`config.mk`:
```
export PLATFORM = sky130hd
export DESIGN_NAME = display_source_arbiter
export DESIGN_NICKNAME = d
export VERILOG_FILES = /design/src/rtl/display_source_arbiter.sv
export SDC_FILE = /design/constraint.sdc
export NUM_CORES = 1
export LEC_CHECK = 0
export CAP_MARGIN = 0
export CORE_ASPECT_RATIO = 1.2
export CORE_UTILIZATION = 40
export DETAILED_ROUTE_END_ITERATION = 12
export PLACE_DENSITY = 0.74
export SLEW_MARGIN = 10
export SYNTH_ARGS = -nofsm -noshare
export SYNTH_HDL_FRONTEND = slang
export SYNTH_SLANG_ARGS = --single-unit
```
`constraint.sdc`:
```
create_clock -name clk5 -period 4.25 [get_ports clk5]
set_clock_uncertainty 0.15 [all_clocks]
set_input_delay 0.6375 -clock clk5 [delete_from_list [all_inputs] [get_ports clk5]]
set_output_delay 0.6375 -clock clk5 [all_outputs]
set_load 0.02 [all_outputs]
```
`src/rtl/display_source_arbiter.sv`:
```
// Arbitrates the 4-digit display between keypad entry, ALU result and error requesters.
// Optional macro RESULT_TIMEOUT_EN: a shown result times out back to the last accepted entry.
module display_source_arbiter #(
    parameter int          HOLD_CYCLES  = 5000000,
    parameter int          BLINK_CYCLES = 1250000,
    parameter logic [15:0] ERR_PATTERN  = 16'hEEEE
) (
    input  logic        clk5,
    input  logic        reset,
    input  logic        entry_valid,
    input  logic [16:0] entry_val,
    input  logic [3:0]  entry_point,
    output logic        entry_ack,
    input  logic        result_valid,
    input  logic [16:0] result_val,
    output logic        result_ack,
    input  logic        error_valid,
    output logic        error_ack,
    input  logic        error_clear,
    output logic [16:0] dispVal,
    output logic [3:0]  point,
    output logic        blank,
    output logic [1:0]  state_out
);

    localparam int HW = (HOLD_CYCLES  > 1) ? $clog2(HOLD_CYCLES)  : 1;
    localparam int BW = (BLINK_CYCLES > 1) ? $clog2(BLINK_CYCLES) : 1;
    localparam logic [HW-1:0] HOLD_LOAD = HW'(HOLD_CYCLES - 1);
    localparam logic [BW-1:0] BLINK_TOP = BW'(BLINK_CYCLES - 1);

    typedef enum logic [1:0] {
        IDLE   = 2'b00,
        ENTRY  = 2'b01,
        RESULT = 2'b10,
        ERROR  = 2'b11
    } state_t;

    state_t        state_q;
    logic [16:0]   disp_q;
    logic [3:0]    point_q;
    logic          blank_q;
    logic          entry_ack_q;
    logic          result_ack_q;
    logic          error_ack_q;
    logic [HW-1:0] hold_cnt_q;
    logic [BW-1:0] blink_cnt_q;
`ifdef RESULT_TIMEOUT_EN
    logic [16:0]   shadow_val_q;
    logic [3:0]    shadow_point_q;
`endif

    // The registered ack masks a valid that is still held during its own ack cycle.
    logic err_acc_d, res_acc_d, ent_acc_d;
    assign err_acc_d = error_valid && !error_ack_q;
    assign res_acc_d = result_valid && !result_ack_q && !err_acc_d && (state_q != ERROR);
    assign ent_acc_d = entry_valid && !entry_ack_q && !err_acc_d && !res_acc_d
                       && (state_q != ERROR);

    always_ff @(posedge clk5 or negedge reset) begin
        if (!reset) begin
            state_q        <= IDLE;
            disp_q         <= '0;
            point_q        <= '0;
            blank_q        <= 1'b0;
            entry_ack_q    <= 1'b0;
            result_ack_q   <= 1'b0;
            error_ack_q    <= 1'b0;
            hold_cnt_q     <= '0;
            blink_cnt_q    <= '0;
`ifdef RESULT_TIMEOUT_EN
            shadow_val_q   <= '0;
            shadow_point_q <= '0;
`endif
        end else begin
            entry_ack_q  <= ent_acc_d;
            result_ack_q <= res_acc_d;
            error_ack_q  <= err_acc_d;
            if (err_acc_d) begin
                state_q     <= ERROR;
                disp_q      <= {1'b0, ERR_PATTERN};
                point_q     <= '0;
                blank_q     <= 1'b0;
                hold_cnt_q  <= HOLD_LOAD;
                blink_cnt_q <= '0;
            end else if (res_acc_d) begin
                state_q     <= RESULT;
                disp_q      <= result_val;
                point_q     <= '0;
                blank_q     <= 1'b0;
                blink_cnt_q <= '0;
`ifdef RESULT_TIMEOUT_EN
                hold_cnt_q  <= HOLD_LOAD;
`else
                hold_cnt_q  <= '0;
`endif
            end else if (ent_acc_d) begin
                state_q     <= ENTRY;
                disp_q      <= entry_val;
                point_q     <= entry_point;
                blank_q     <= 1'b0;
                hold_cnt_q  <= '0;
                blink_cnt_q <= '0;
`ifdef RESULT_TIMEOUT_EN
                shadow_val_q   <= entry_val;
                shadow_point_q <= entry_point;
`endif
            end else begin
                case (state_q)
                    ERROR: begin
                        if (hold_cnt_q == '0 || error_clear) begin
                            state_q     <= IDLE;
                            disp_q      <= '0;
                            point_q     <= '0;
                            blank_q     <= 1'b0;
                            hold_cnt_q  <= '0;
                            blink_cnt_q <= '0;
                        end else begin
                            hold_cnt_q <= hold_cnt_q - 1'b1;
                            if (blink_cnt_q == BLINK_TOP) begin
                                blink_cnt_q <= '0;
                                blank_q     <= ~blank_q;
                            end else begin
                                blink_cnt_q <= blink_cnt_q + 1'b1;
                            end
                        end
                    end
`ifdef RESULT_TIMEOUT_EN
                    RESULT: begin
                        if (hold_cnt_q == '0) begin
                            state_q <= ENTRY;
                            disp_q  <= shadow_val_q;
                            point_q <= shadow_point_q;
                        end else begin
                            hold_cnt_q <= hold_cnt_q - 1'b1;
                        end
                    end
`endif
                    default: ;
                endcase
            end
        end
    end

    assign entry_ack  = entry_ack_q;
    assign result_ack = result_ack_q;
    assign error_ack  = error_ack_q;
    assign dispVal    = disp_q;
    assign point      = point_q;
    assign blank      = blank_q;
    assign state_out  = state_q;

endmodule

```
==> flow_summary.json <==
{
  "layout.nets": 520,
  "rsz0062_at_grt": "false",
  "timing_worst_setup_path_type": "input port to flop",
  "setup_violations": 0,
  "post-route-period-util_pct": 76.05,
  "track_usage_pct": 22.10,
  "avgRoutedWirePerCell_um": 17.98,
  "status": "finished, final reports clean",
  "cts_max_path_buffers": 2,
  "crit_required_ns": 4.32,
  "globalplace.congestion": 0.8954,
  "drive_above_1_share_pct": 9.414,
  "met1_usage_pct": 29.19,
  "total_power_mw": 2.313,
  "ys_ff_latch": 71,
  "place_hpwl_mm": 7.525,
  "tightest_slew_ns": 1.091,
  "cts_hold_buf": 0,
  "cts_root_buf": "clkbuf_16",
  "ios": 71,
  "ys_seq_area_share_pct": 45.05,
  "drc": 0,
  "syn_area_per_cell_um2": 9.642,
  "ys.flop_type": "dfrtp_1",
  "ant_nets": 0,
  "p_leak_nw": 1.980,
  "grt_busiest_layer": "met2",
  "ff_latch_area_um2": 1777,
  "fin_setup_tns_ns": 0,
  "synth_area_leaders": "dfrtp_1 (45%), nand4_1 (2.7%), nor2_1 (2.7%)",
  "ir_drop_v": 0.0002106,
  "fillerInstances": 900,
  "synth_top_area_cell": "dfrtp_1",
  "drt_pass1_iterations": 5,
  "power-per-cell-area_nw_per_um2": 457.5,
  "drv_cap": 0,
  "area_delta_synth_final_pct": 28.20,
  "drv_slew": 0,
  "cts_max_level": 3,
  "drt_iter0_markers": 209,
  "vias_per_cell": 6.002,
  "final_common_cell": "dfrtp_1",
  "die_height_um": 110.8,
  "rr_endpoint": "hold_cnt_q[11]",
  "routed_wl_mm": 10.81,
  "worst_ep_arrival_time_ns": 3.30,
  "dieArea_um2": 10260,
  "syn_area_um2": 3944,
  "timing.fmax_ghz": 0.3094,
  "antenna_found_initial": 0,
  "overflow": 0,
  "reg2reg_depth": 7,
  "cts_inserted_buffers": 9,
  "grt_max_degree": 38,
  "grt_pass1_wl_mm": 18.06,
  "r2r_slack_ns": 1.32,
  "hold_class": "input port to asynchronous set/reset pin",
  "multi_input_area_um2": 1977,
  "synth.top_cell.area_share_pct": 45.05,
  "met2_usage_pct": 36.89,
  "insertion_delay_ns": 0.33,
  "syn_inst": 409,
  "rows": 39,
  "tritoncts": "built",
  "end_kind": "flop",
  "dieWidth_um": 92.65,
  "crit-reg2reg-launch": "error_ack",
  "clkTransAtPathRegs_ns": 0.07,
  "hold_violations": 0,
  "synth.distinct_cells": 63,
  "cts_resized": 0,
  "synth-edff-count": 0,
  "crit_fanout": 26,
  "slew_headroom_pct": 27.01,
  "syn-num-nets": 456,
  "grt_pass1_vias": 3553,
  "vias": 3607,
  "synth-warning-count": 0,
  "port_buffers": 70,
  "antenna_cells": 0,
  "async_flop_share_pct": 100.0,
  "start_util_pct": 41.23,
  "layout_common_cells": "dfrtp_1 (71), clkdlybuf4s50_1 (69), nor2_1 (28), nand2_1 (24), o21ai_0 (21)",
  "cts.sinks": 71,
  "gr-usage-met3_pct": 2.606,
  "fin_crit_ns": 3.232,
  "worstSetupStartpointType": "input port",
  "fp.coreArea_um2": 9564,
  "cts_setup_buffers": 0
}
[layout make-up]
| type | count | area share (%) |
|---|---|---|
| clock buffer | 10 | 4.727 |
| clock inverter | 6 | 1.485 |
| inverter | 21 | 1.559 |
| multi-input combinational | 292 | 39.10 |
| sequential | 71 | 35.14 |
| tap | 123 | 3.044 |
| timing repair buffer | 78 | 14.95 |
[sequential cells by signal, indices dropped and copies added, names as in the netlist]
signal and flops:
hold_cnt_q 23, error_ack 1, dispVal 17, point 4, blink_cnt_q 21, blank 1
state_out 2, entry_ack 1, result_ack 1
[worst max path at each step]
stage,from,endpoint,slack [ns],cells after the start
2_1_floorplan,error_valid,hold_cnt_q[11],1.87,6
3_3_place_gp,error_valid,dispVal[3],0.81,7
3_5_place_dp,error_valid,dispVal[1],0.64,7
4_1_cts,error_valid,dispVal[5],0.98,7
5_1_grt,error_valid,dispVal[5],0.75,7
6_report,error_valid,hold_cnt_q[11],1.02,8
[metrics by stage]
| stage | hold WS [ns] | util (%) | instances | worst slack (ns) | instance area (µm²) |
|---|---|---|---|---|---|
| global placement | 0.3257 | 49.58 | 585 | 0.8129 | 4742 |
| detailed placement | 0.3314 | 49.58 | 585 | 0.6389 | 4742 |
| finish | 0.2223 | 52.86 | 601 | 1.018 | 5056 |
| floorplan | 0.1919 | - | 409 | 1.874 | 3944 |
| CTS | 0.2388 | 52.86 | 601 | 0.9796 | 5056 |
| global route | 0.2840 | 52.86 | 601 | 0.7541 | 5056 |
[kinds of logic (layout without fill, tap and decap cells)]
group                      count (synthesis)  count (layout)  share of synthesized area, %
xor gates and xnor gates                  10              10                         2.221
adders and majority gates                  3               3                        0.9519
AOI/OAI and AO/OA                        111             111                         21.54
and+or+nand+nor                          163             163                         23.92
muxes                                      5               5                         1.269
buffers and inverters                     46             115                         5.044
DFF                                       71              71                         45.05
[where the power goes]
group / leakage [nW] / switching [mW] / internal (mW) / total [mW]
clock network: 0.152 / 0.320 / 0.481 / 0.801
registers: 0.919 / 0.0812 / 0.768 / 0.849
logic: 0.909 / 0.382 / 0.281 / 0.663
[synthesized netlist by cell type (all sizes together), types with 6 or more instances]
cell type and number:
and2 6, nand3 18, xor2 9, nor3 15, a221oi 12, a211o 6, nand4b 7, buf 9
a31oi 7, or4 12, a41oi 8, nor2 28, dfrtp 71, o21ai 24, a21oi 9, o31ai 8
nand4 17, clkbuf 16, inv 21, nor4 9, nand2 25
[critical path, cell delays in order]
cell,delay (ns)
clkdlybuf4s50_1,0.40
nand2b_1,0.41
inv_2,0.35
nor4_4,0.38
buf_4,0.32
nor2_1,0.23
a31o_2,0.28
a211o_1,0.28
[per-layer routing]
metal / routed length (µm) / up-vias / part of all wire (%)
li1: - / 1707 / -
met1: 4696 / 1797 / 43
met2: 5507 / 90 / 51
met3: 435 / 13 / 4.0
met4: 167 / 0 / 1.5
met5: 0 / - / 0
(Power assumes the default switching activity.)
